**config.mk**
```make
export PLATFORM = sky130hd
export DESIGN_NAME = pal_dma_ctrl
export DESIGN_NICKNAME = d
export VERILOG_FILES = /design/src/rtl/pal_dma_pkg.sv /design/src/rtl/pal_dma_ctrl.sv
export SDC_FILE = /design/constraint.sdc
export NUM_CORES = 1
export LEC_CHECK = 0
export ABC_CLOCK_PERIOD_IN_PS = 2500
export CORE_AREA = 5 5 116 118
export DETAILED_ROUTE_END_ITERATION = 8
export DIE_AREA = 0 0 121 123
export GPL_TIMING_DRIVEN = 0
export PLACE_DENSITY = 0.65
export SETUP_SLACK_MARGIN = 0.1
export SYNTH_ARGS = -nofsm -noshare
export SYNTH_HDL_FRONTEND = slang
export SYNTH_SLANG_ARGS = --single-unit
```
**constraint.sdc**
```tcl
create_clock -name clk -period 2.5 [get_ports clk]
set_clock_uncertainty 0.1 [all_clocks]
set_input_delay 0.5 -clock clk [delete_from_list [all_inputs] [get_ports clk]]
set_output_delay 0.5 -clock clk [all_outputs]
set_load 0.02 [all_outputs]
```
**src/rtl/pal_dma_pkg.sv**
```systemverilog
// Shared types for the palette DMA sequencer: FSM encoding and palette depth.
package pal_dma_pkg;

  localparam int PAL_WORDS = 8192;

  typedef enum logic [2:0] {
    IDLE,
    WAIT_VBL,
    READ,
    WRITE,
    DONE
  } state_e;

endpackage

```
**src/rtl/pal_dma_ctrl.sv**
```systemverilog
// Copies count words from source memory into palette RAM, 2+ cycles/word (READ then WRITE).
// Holds the read request and the palette bus claim for as long as mem_ack is stalled; starts while busy are dropped.
module pal_dma_ctrl
  import pal_dma_pkg::*;
#(
  parameter int DST_AW = 13,
  parameter int SRC_AW = 20,
  parameter int LEN_W  = 14
) (
  input  logic              clk,
  input  logic              reset,
  input  logic              start,
  input  logic [SRC_AW-1:0] src_base,
  input  logic [DST_AW-1:0] dst_base,
  input  logic [LEN_W-1:0]  count,
  input  logic              wait_vblank,
  input  logic              vblank,
  output logic              mem_req,
  output logic [SRC_AW-1:0] mem_addr,
  input  logic              mem_ack,
  input  logic [15:0]       mem_data,
  output logic              ga21_req,
  output logic              ga21_we,
  output logic [DST_AW-1:0] ga21_addr,
  output logic [15:0]       ga21_data,
  output logic              dma_busy,
  output logic              done
);

  state_e            state_q, state_d;
  logic              vblank_q;
  logic [SRC_AW-1:0] src_q, src_d;
  logic [DST_AW-1:0] dst_q, dst_d;
  logic [LEN_W-1:0]  rem_q, rem_d;
  logic [15:0]       data_q, data_d;
  logic              mem_req_q, mem_req_d;
  logic              ga21_req_q, ga21_req_d;
  logic              ga21_we_q, ga21_we_d;
  logic              busy_q, busy_d;
  logic              done_q, done_d;
  logic              vbl_rise;

  assign vbl_rise = vblank & ~vblank_q;

  always_comb begin
    state_d = state_q;
    src_d   = src_q;
    dst_d   = dst_q;
    rem_d   = rem_q;
    data_d  = data_q;
    done_d  = 1'b0;
    unique case (state_q)
      IDLE: begin
        if (start) begin
          if (count != '0) begin
            src_d   = src_base;
            dst_d   = dst_base;
            rem_d   = count;
            state_d = wait_vblank ? WAIT_VBL : READ;
          end else begin
            done_d = 1'b1;
          end
        end
      end
      WAIT_VBL: if (vbl_rise) state_d = READ;
      READ: begin
        if (mem_ack) begin
          data_d  = mem_data;
          state_d = WRITE;
        end
      end
      WRITE: begin
        src_d = src_q + SRC_AW'(1);
        dst_d = DST_AW'((int'(dst_q) + 1) % PAL_WORDS);
        rem_d = rem_q - LEN_W'(1);
        if (rem_q == LEN_W'(1)) begin
          state_d = DONE;
          done_d  = 1'b1;
        end else begin
          state_d = READ;
        end
      end
      DONE:    state_d = IDLE;
      default: state_d = IDLE;
    endcase
    // Outputs are decoded from the next state so every port comes straight off a flop.
    mem_req_d  = (state_d == READ);
    ga21_req_d = (state_d == READ) || (state_d == WRITE);
    ga21_we_d  = (state_d == WRITE);
    busy_d     = (state_d == WAIT_VBL) || (state_d == READ) || (state_d == WRITE);
  end

  always_ff @(posedge clk or posedge reset) begin
    if (reset) begin
      state_q    <= IDLE;
      vblank_q   <= 1'b0;
      src_q      <= '0;
      dst_q      <= '0;
      rem_q      <= '0;
      data_q     <= '0;
      mem_req_q  <= 1'b0;
      ga21_req_q <= 1'b0;
      ga21_we_q  <= 1'b0;
      busy_q     <= 1'b0;
      done_q     <= 1'b0;
    end else begin
      state_q    <= state_d;
      vblank_q   <= vblank;
      src_q      <= src_d;
      dst_q      <= dst_d;
      rem_q      <= rem_d;
      data_q     <= data_d;
      mem_req_q  <= mem_req_d;
      ga21_req_q <= ga21_req_d;
      ga21_we_q  <= ga21_we_d;
      busy_q     <= busy_d;
      done_q     <= done_d;
    end
  end

  assign mem_req   = mem_req_q;
  assign mem_addr  = src_q;
  assign ga21_req  = ga21_req_q;
  assign ga21_we   = ga21_we_q;
  assign ga21_addr = dst_q;
  assign ga21_data = data_q;
  assign dma_busy  = busy_q;
  assign done      = done_q;

endmodule

```
* Yosys cells after proc, flatten, opt, wreduce, memory -nomap -nowiden
Cells that the tools add are included.
Word-level totals: bits in registers 72, input port bits 69, output and inout bits 54, word-level logic and storage cells 53
Cells by class: add/subtract/negate cells 3, equal/unequal tests 9, muxes and demuxes 20, bitwise logic cells 2, reductions and logical operators 8
Operators by type and width (count):
- 2-to-1 mux 20 bit | 2
- one-hot mux 20 bit (2 select lines) | 1
- 2-to-1 mux 14 bit | 2
- one-hot mux 14 bit (2 select lines) | 1
- 2-to-1 mux 13 bit | 2
- one-hot mux 13 bit (2 select lines) | 1
- adder 20 x 1 -> 20 bit, second input constant | 1
- 2-to-1 mux 3 bit | 5
- equality test 14 x 1 -> 1 bit, second input constant | 1
- nonzero test 14 bit | 1
- subtractor 14 x 1 -> 14 bit, second input constant | 1
- adder 13 x 1 -> 13 bit, second input constant | 1
- equality test 3 x 2 -> 1 bit, second input constant | 4
- one-hot mux 3 bit (4 select lines) | 1
- equality test 3 x 1 -> 1 bit, second input constant | 2
- != test 2 bit, second input constant | 2
- logical NOT 3 bit | 1
- logical OR 1 bit | 3
- 2-to-1 mux 1 bit | 3
- AND reduction 3 bit | 1
- 2-to-1 mux 2 bit | 1
- one-hot mux 1 bit (2 select lines) | 1
- AND reduction 2 bit | 1
- nonzero test 2 bit | 1
- 2 further kinds | 2

* Depth between registers and ports, before layout
Gate-level depths: netlist of the first run.
depth after elaboration 7, depth in mapped cells 8, depth with buffers taken out 6

* Worst setup path after synthesis of the first run
Ideal clock, no wire load.
path kind reg-to-reg, from reg rem_q[6], to reg busy_q (netlist: dma_busy), setup time 131 ps, arrival time 1877 ps, required time 2269 ps, setup slack 391 ps, cell stages (with the launch flop) 6, path buffers 0, period minus slack after synthesis 2109 ps, cell sequence dfrtp_1 or3_4 or4_4 nor4_4 o21ai_2 or3_1
Between the ends: cells in the longest elaborated chain, start to end 6, elaborated cells on any way between the ends 8, classes of those cells 4 x eq/ne; 2 x mux; 2 x reduce/logical
Ends and longest elaborated chain:
- from (decl) | line pal_dma_ctrl.sv:34 | logic [LEN_W-1:0] rem_q, rem_d;
- from (signal assigned) | line pal_dma_ctrl.sv:111 | rem_q <= rem_d;
- equality test 14 x 1 -> 1 bit (*) | line pal_dma_ctrl.sv:76 | if (rem_q == LEN_W'(1)) begin
- 2-to-1 mux 3 bit (*) | line pal_dma_ctrl.sv:76
- one-hot mux 3 bit (4 select lines) (*) | line pal_dma_ctrl.sv:52 | unique case (state_q)
- equality test 3 x 1 -> 1 bit / equality test 3 x 2 -> 1 bit (equally long branches) | line pal_dma_ctrl.sv:90 | busy_d = (state_d == WAIT_VBL) || (state_d == READ) || (state_d == WRITE);
- logical OR 1 bit | line pal_dma_ctrl.sv:90
- logical OR 1 bit (*) | line pal_dma_ctrl.sv:90
- net busy_d | line pal_dma_ctrl.sv:39 | logic busy_q, busy_d;
- to (signal assigned) | line pal_dma_ctrl.sv:116 | busy_q <= busy_d;
- to (decl) | line pal_dma_ctrl.sv:39
The timed path passes the listed nets; every way through them passes the cells marked *. A chain may end at the register's enable or synchronous reset.

* Worst setup path in the final report of the first run
from in count[2], to reg src_q[16] (netlist: mem_addr[16])
Between the ends: cells in the longest elaborated chain, start to end 3
Ends and longest elaborated chain:
- from (decl) | line pal_dma_ctrl.sv:15 | input logic [LEN_W-1:0] count,
- nonzero test 14 bit | line pal_dma_ctrl.sv:55 | if (count != '0) begin
- != test 2 bit (no source line)
- AND reduction 3 bit (no source line)
- to (signal assigned) | line pal_dma_ctrl.sv:109 | src_q <= src_d;
- to (decl) | line pal_dma_ctrl.sv:32 | logic [SRC_AW-1:0] src_q, src_d;
No other way between the ends.

==> metrics.md, run 1 <==
| Metric | Value |
|---|---|
| Row count | `41` |
| Clk buf depth | `2` |
| Kind of critical path | `in -> reg` |
| Area of the mapped netlist | `3567 sq um` |
| Most numerous cell in the Yosys netlist | `sky130_fd_sc_hd__dfrtp_1` |
| Path class of the lowest-slack min-delay path | `reg -> reg` |
| Area Overhead vs Synth | `53.67%` |
| F_max | `431.1 MHz` |
| Clock transition time at the flip-flop clock pins of the worst setup and hold paths | `0.05 ns` |
| Result of the run | `complete, no violations` |
| Cell Count, Final, Fillers Out | `671` |
| Antenna diode count | `0` |
| Worst Slack Setup Final | `0.1805 ns` |
| CTS buffer count | `9` |
| CORE AREA | `12360 sq um` |
| Number of distinct standard cells referenced by the synthesized netlist | `55` |
| CP Launch Type | `input port` |
| Element type at the critical path end | `register` |
| Worst Hold Depth | `1` |
| Final HPWL DP | `8.623 mm` |
| Unrepaired setup endpoints after global routing | `yes` |
| Final antenna-violating net count | `0` |
| Critical path peak fanout | `10` |
| Setup slack, reg-to-reg | `0.20 ns` |
| Count of flip-flops with a built-in enable after synthesis | `0` |
| Cell count of the worst reg-to-reg path | `4` |
| Most instantiated flip-flop cell in the synthesis netlist | `sky130_fd_sc_hd__dfrtp_1` |
| Synthesized netlist net count | `428` |
| Leading cell types by total area after synthesis | `sky130_fd_sc_hd__dfrtp_1 51%, sky130_fd_sc_hd__mux2_2 4.7%, sky130_fd_sc_hd__nor2_1 4.6%` |
| Final net count | `567` |
| Transition at the pin with the smallest max-transition slack | `0.8715 ns` |
| Cell count after synthesis | `355` |
| Top-level I/O count | `123` |
| Final count of hold timing violations | `0` |
| Pre-CTS WS | `-0.6770 ns` |
| Layout cell share with drive strength beyond 1 | `13.63%` |
| Fin. max-slew vios | `0` |
| Number of antenna violations at the first check in global routing | `0` |
| Leak | `0.002125 uW` |
| Number of clock sinks seen by CTS | `72` |
| Average cell area after synthesis | `10.05 sq um` |
| Most used standard cells in the synthesized netlist | `72 x sky130_fd_sc_hd__dfrtp_1, 44 x sky130_fd_sc_hd__nor2_1, 28 x sky130_fd_sc_hd__nand2_1` |
| Power density over the cells | `771.7 nW/um^2` |
| Area fraction of the dominant cell type after synthesis | `50.51%` |
| Average wire length per cell after detail routing | `17.24 um` |
| Average via count per standard cell | `5.064` |
| Clock latency on the worst-skew pair | `0.33 ns` |
| Count of buffers from port buffering | `122` |
| # Max-Cap Violations | `0` |
| Signal arrival time at the worst endpoint | `2.43 ns` |
| Count of vias placed by the detailed router | `3398` |
| Setup TNS after final layout | `0 ns` |
| Count of endpoints failing setup in the final report | `0` |
| Crit share post-route | `92.78%` |
| Cell area after layout | `5482 sq um` |
| Buffer cell driving the clock tree root | `sky130_fd_sc_hd__clkbuf_16` |
| Number of detailed-routing iterations run before antenna repair | `4` |
| Post-Route WL | `11.57 mm` |
| Util after Layout | `44.34%` |
| Clock tree from TritonCTS | `done` |
| H-tree levels | `3` |
| Initial Util | `28.85%` |
| Width of the chip | `121 um` |
| Remaining max-slew budget at the tightest pin | `41.36%` |
| Share of flip-flops with an asynchronous set or reset after synthesis | `100.0%` |
| GRT Util Overall | `15.76%` |
| Cell accounting for the most synthesized area | `sky130_fd_sc_hd__dfrtp_1` |
| Required time reported for the critical path endpoint | `2.61 ns` |
| Number of global-route vias before repair | `3479` |
| Pin count of the biggest net entering global routing | `27` |
| IR Drop Worst-Case VDD | `0.0004069 V` |
| Final min period | `2.320 ns` |
| Number of violations reported at the end of detailed-routing iteration 0 | `174` |
| Die Span Y | `123 um` |
| Register area share after synthesis | `50.51%` |
| Placer's final routability congestion estimate | `0.8029` |
| Standard cell area after detailed placement | `5047 sq um` |
| Global-route wire length before repair | `18.35 mm` |
| Die area | `14880 sq um` |
| Residual DRC | `0` |
| Remaining global-route overflow | `0` |
| Warnings, synthesis | `0` |
| Flops & latches, synth | `72` |
| Cell total after placement | `651` |
[routing by layer]
metal,track usage [%],vias up,part of all wire (%)
met1,21.29,1623,46
li1,-,1626,-
met4,5.312,0,1.5
met3,4.026,13,6.1
met2,24.73,136,46
met5,0,-,0
[per-stage QoR]
stage,power [uW],hold WS (ns)
final,4230,0.3871
after global routing,4472,0.3989
after CTS,4262,0.3871
after detailed placement,2934,0.3754
after global placement,2902,0.3692
after floorplan,2302,0.3610
[state kept, by name, summed over array words and instances (netlist names)]
| register | cells |
|---|---|
| done | 1 |
| ga21_req | 1 |
| vblank_q | 1 |
| mem_req | 1 |
| rem_q | 14 |
| ga21_addr | 13 |
| mem_addr | 20 |
| state_q | 3 |
| ga21_we | 1 |
| dma_busy | 1 |
| ga21_data | 16 |
[timing repair]
action	4_1_cts	5_1_grt
hold buffers	0	0
buffers inserted	3	1
setup endpoints to repair	43	43
resized for setup	19	13
pin swaps	2	3
[worst max-delay path: stages]
cell and delay, ns:
sky130_fd_sc_hd__clkdlybuf4s50_1 0.46, sky130_fd_sc_hd__nor4_4 0.32, sky130_fd_sc_hd__nand4_1 0.22, sky130_fd_sc_hd__and2_1 0.19
sky130_fd_sc_hd__buf_4 0.19, sky130_fd_sc_hd__buf_4 0.21, sky130_fd_sc_hd__a311oi_1 0.25, sky130_fd_sc_hd__nor2_1 0.07
[final cells by class]
cell class | instances | area, sq um
Multi-Input combinational cell | 263 | 1748
Fill cell | 1228 | 6882
Timing Repair Buffer | 128 | 1294
Tap cell | 172 | 215.2
Inverter | 5 | 22.52
Clock buffer | 14 | 264.0
Sequential cell | 72 | 1802
Clock inverter | 2 | 37.54
Buffer | 15 | 98.84
[kinds of logic after synthesis]
| group | Yosys count | share of synthesized area, % |
|---|---|---|
| buffers and inverters | 20 | 2.315 |
| and+or+nand+nor | 157 | 22.83 |
| DFF | 72 | 50.51 |
| AOI/OAI and AO/OA | 83 | 17.05 |
| adders and majority gates | 4 | 1.403 |
| muxes | 19 | 5.893 |
[worst paths after layout]
| kind | from | endpoint |
|---|---|---|
| setup reg to reg | state_q[2]$_DFF_PP0_ | ga21_addr[7]$_DFFE_PP0P_ |
| min in group asynchronous | reset | ga21_data[10]$_DFFE_PP0P_ |
| hold reg to reg | ga21_data[7]$_DFFE_PP0P_ | ga21_data[7]$_DFFE_PP0P_ |
| setup / recovery | count[2] | mem_addr[16]$_DFFE_PP0P_ |
| hold / removal | ga21_data[7]$_DFFE_PP0P_ | ga21_data[7]$_DFFE_PP0P_ |
| max in group asynchronous | reset | ga21_addr[5]$_DFFE_PP0P_ |
[where the power goes]
| group | internal [uW] | leakage [uW] | switching [uW] |
|---|---|---|---|
| sequential | 1390 | 0.000832 | 268 |
| combinational | 654 | 0.00115 | 618 |
| clock | 828 | 0.000143 | 469 |
[cells in the final DEF, fill, tap and decap left out, types with 12 or more instances in the layout]
| cell type | netlist | final |
|---|---|---|
| sky130_fd_sc_hd__clkdlybuf4s50_1 | 0 | 121 |
| sky130_fd_sc_hd__dfrtp_1 | 72 | 72 |
| sky130_fd_sc_hd__nor2_1 | 44 | 44 |
| sky130_fd_sc_hd__nand2_1 | 28 | 27 |
| sky130_fd_sc_hd__nand3_1 | 18 | 18 |
| sky130_fd_sc_hd__nor3_1 | 17 | 17 |
| sky130_fd_sc_hd__mux2_2 | 15 | 15 |
| sky130_fd_sc_hd__a211oi_1 | 14 | 12 |
| sky130_fd_sc_hd__o21ai_0 | 12 | 12 |
Power figures use the tool's default switching activity.
==> run 2, diff against run 1 <==
--- a/config.mk
+++ b/config.mk
@@ -11,7 +11,7 @@
 export DIE_AREA = 0 0 121 123
 export GPL_TIMING_DRIVEN = 0
 export PLACE_DENSITY = 0.65
-export SETUP_SLACK_MARGIN = 0.1
+export SETUP_SLACK_MARGIN = 0.4
 export SYNTH_ARGS = -nofsm -noshare
 export SYNTH_HDL_FRONTEND = slang
 export SYNTH_SLANG_ARGS = --single-unit
==> constraint.sdc (replaced) <==
create_clock -name clk -period 2.5 [get_ports clk]
set_clock_uncertainty 0.1 [all_clocks]
set_input_delay 0.5 -clock clk [delete_from_list [all_inputs] [get_ports clk]]
set_output_delay 0.5 -clock clk [all_outputs]
set_load 0.1 [all_outputs]
==> metrics.md, run 2 (synthesis results as in run 1) <==
| Metric | Value |
|---|---|
| Clock transition time at the flip-flop clock pins of the worst setup and hold paths | `0.06 ns` |
| Clk buf depth | `2` |
| Die Span Y | `123 um` |
| Slowest library cell on the worst path | `sky130_fd_sc_hd__or4_4` |
| IR Drop Worst-Case VDD | `0.0007561 V` |
| Filler instances | `1186` |
| GRT Util Overall | `17.25%` |
| Pin count of the biggest net entering global routing | `41` |
| Row count | `41` |
| Final HPWL DP | `8.941 mm` |
| Antenna diode count | `0` |
| Flip-flop count of the largest register after layout | `20` |
| CORE AREA | `12360 sq um` |
| Average via count per standard cell | `5.195` |
| Average wire length per cell after detail routing | `18.36 um` |
| Top library cells by usage in the layout, fill and taps aside | `56 x sky130_fd_sc_hd__dfrtp_1, 54 x sky130_fd_sc_hd__clkdlybuf4s50_1, 49 x sky130_fd_sc_hd__clkdlybuf4s15_2` |
| Final count of hold timing violations | `0` |
| Number of detailed-routing iterations run before antenna repair | `4` |
| Worst slack on hold paths | `0.3641 ns` |
| Number of global-route vias before repair | `3772` |
| CP Launch Type | `register` |
| Bufs and invs on worst path | `1` |
| # Max-Cap Violations | `0` |
| Transition at the pin with the smallest max-transition slack | `0.9502 ns` |
| Number of violations reported at the end of detailed-routing iteration 0 | `151` |
| Util after Layout | `46.08%` |
| Final net count | `574` |
| Unrepaired setup endpoints after global routing | `yes` |
| Pre-CTS WS | `-0.8813 ns` |
| Leak | `0.002267 uW` |
| Commonest non-fill, non-tap cell in the layout | `sky130_fd_sc_hd__dfrtp_1` |
| Width of the chip | `121 um` |
| Buffer cell driving the clock tree root | `sky130_fd_sc_hd__clkbuf_16` |
| Remaining max-slew budget at the tightest pin | `36.90%` |
| Clock tree from TritonCTS | `done` |
| Setup TNS after final layout | `0 ns` |
| Critical path peak fanout | `5` |
| Initial Util | `28.85%` |
| Kind of critical path | `reg -> reg` |
| Residual DRC | `0` |
| Fin. max-slew vios | `0` |
| Power density over the cells | `955.9 nW/um^2` |
| H-tree levels | `3` |
| Power, Total | `5445 uW` |
| Worst reg2reg startpoint | `rem_q[6]$_DFFE_PP0P_` |
| Remaining global-route overflow | `0` |
| Ordered cell list for the critical path | `or3_4 > or4_4 > buf_4 > nor2_1 > nor3_1 > a211oi_2` |
| Cell class contributing the biggest share of worst-path delay | `simple AND/OR/NAND/NOR gates` |
| Placer's final routability congestion estimate | `0.8136` |
| Worst hold start | `count[2]` |
| Number of antenna violations at the first check in global routing | `0` |
| Top-level I/O count | `123` |
| Clock latency on the worst-skew pair | `0.33 ns` |
| Worst Slack Setup Final | `0.3525 ns` |
| Signal arrival time at the worst endpoint | `2.28 ns` |
| Area Overhead vs Synth | `59.70%` |
| Source of the critical timing path | `rem_q[6]$_DFFE_PP0P_` |
| Required time reported for the critical path endpoint | `2.63 ns` |
| Crit share post-route | `85.90%` |
| Count of endpoints failing setup in the final report | `0` |
| Result of the run | `complete, no violations` |
| Global-route wire length before repair | `20.09 mm` |
| Count of buffers from port buffering | `122` |
| Final min period | `2.147 ns` |
| Highest cell delay on the worst timing path | `0.45 ns` |
| Final antenna-violating net count | `0` |
| Element type at the critical path end | `register` |
| Layout cell share with drive strength beyond 1 | `30.63%` |
| Post-Route WL | `12.45 mm` |
| Number of clock sinks seen by CTS | `72` |
| F_max | `465.7 MHz` |
| Count of vias placed by the detailed router | `3522` |
| CTS buffer count | `9` |
| Die area | `14880 sq um` |
| Path class of the lowest-slack min-delay path | `in -> reg` |
## run 2: cell type report
| class | count | area (sq um) | area share, % |
|---|---|---|---|
| Multi-Input combinational cell | 263 | 1799 | 31.58 |
| Timing Repair Buffer | 135 | 1379 | 24.20 |
| Buffer | 15 | 137.6 | 2.416 |
| Clock inverter | 6 | 82.58 | 1.450 |
| Tap cell | 172 | 215.2 | 3.778 |
| Inverter | 5 | 22.52 | 0.3953 |
| Clock buffer | 10 | 239.0 | 4.195 |
| Sequential cell | 72 | 1822 | 31.98 |
## run 2: repair_timing
action | CTS | global route
hold buffers | 0 | 0
setup endpoints to repair | 115 | 37
gates resized for setup | 211 | 21
pin swaps | 8 | 7
setup buffers | 10 | 2
## run 2: routing by layer
metal / vias to the layer above / GRT usage (%) / routed length, um
li1: 1639 / - / -
met3: 20 / 5.078 / 861
met5: - / 0 / 0
met1: 1728 / 21.89 / 5352
met4: 0 / 6.799 / 316
met2: 135 / 27.79 / 5916
## run 2: final timing paths
| path | depth (start not counted) | slack [ns] | end |
|---|---|---|---|
| setup / recovery | 6 | 0.35 | rem_q[12]$_DFFE_PP0P_ |
| hold / removal | 3 | 0.36 | rem_q[2]$_DFFE_PP0P_ |
| setup reg to reg | 6 | 0.35 | rem_q[12]$_DFFE_PP0P_ |
| hold reg to reg | 1 | 0.40 | ga21_data[7]$_DFFE_PP0P_ |
| max in group asynchronous | 3 | 1.01 | ga21_addr[6]$_DFFE_PP0P_ |
| min in group asynchronous | 2 | 0.61 | ga21_data[11]$_DFFE_PP0P_ |
## run 2: per-stage QoR
stage / instance area (sq um) / cells
after floorplan: 3591 / 355
after global placement: 5027 / 649
after detailed placement: 5047 / 650
after CTS: 5678 / 676
after global routing: 5697 / 678
final: 5697 / 678
## run 2: power by group
part	internal [uW]	leakage, uW	switching [uW]
Combinational	609	0.00129	1750
Sequential	1420	0.000818	274
Clock	896	0.000158	500
Total	2920	0.00227	2520
## run 2: worst min-delay path, stage by stage
cell,delay (ns)
sky130_fd_sc_hd__clkbuf_2,0.12
sky130_fd_sc_hd__nand2_1,0.05
sky130_fd_sc_hd__o211ai_1,0.08
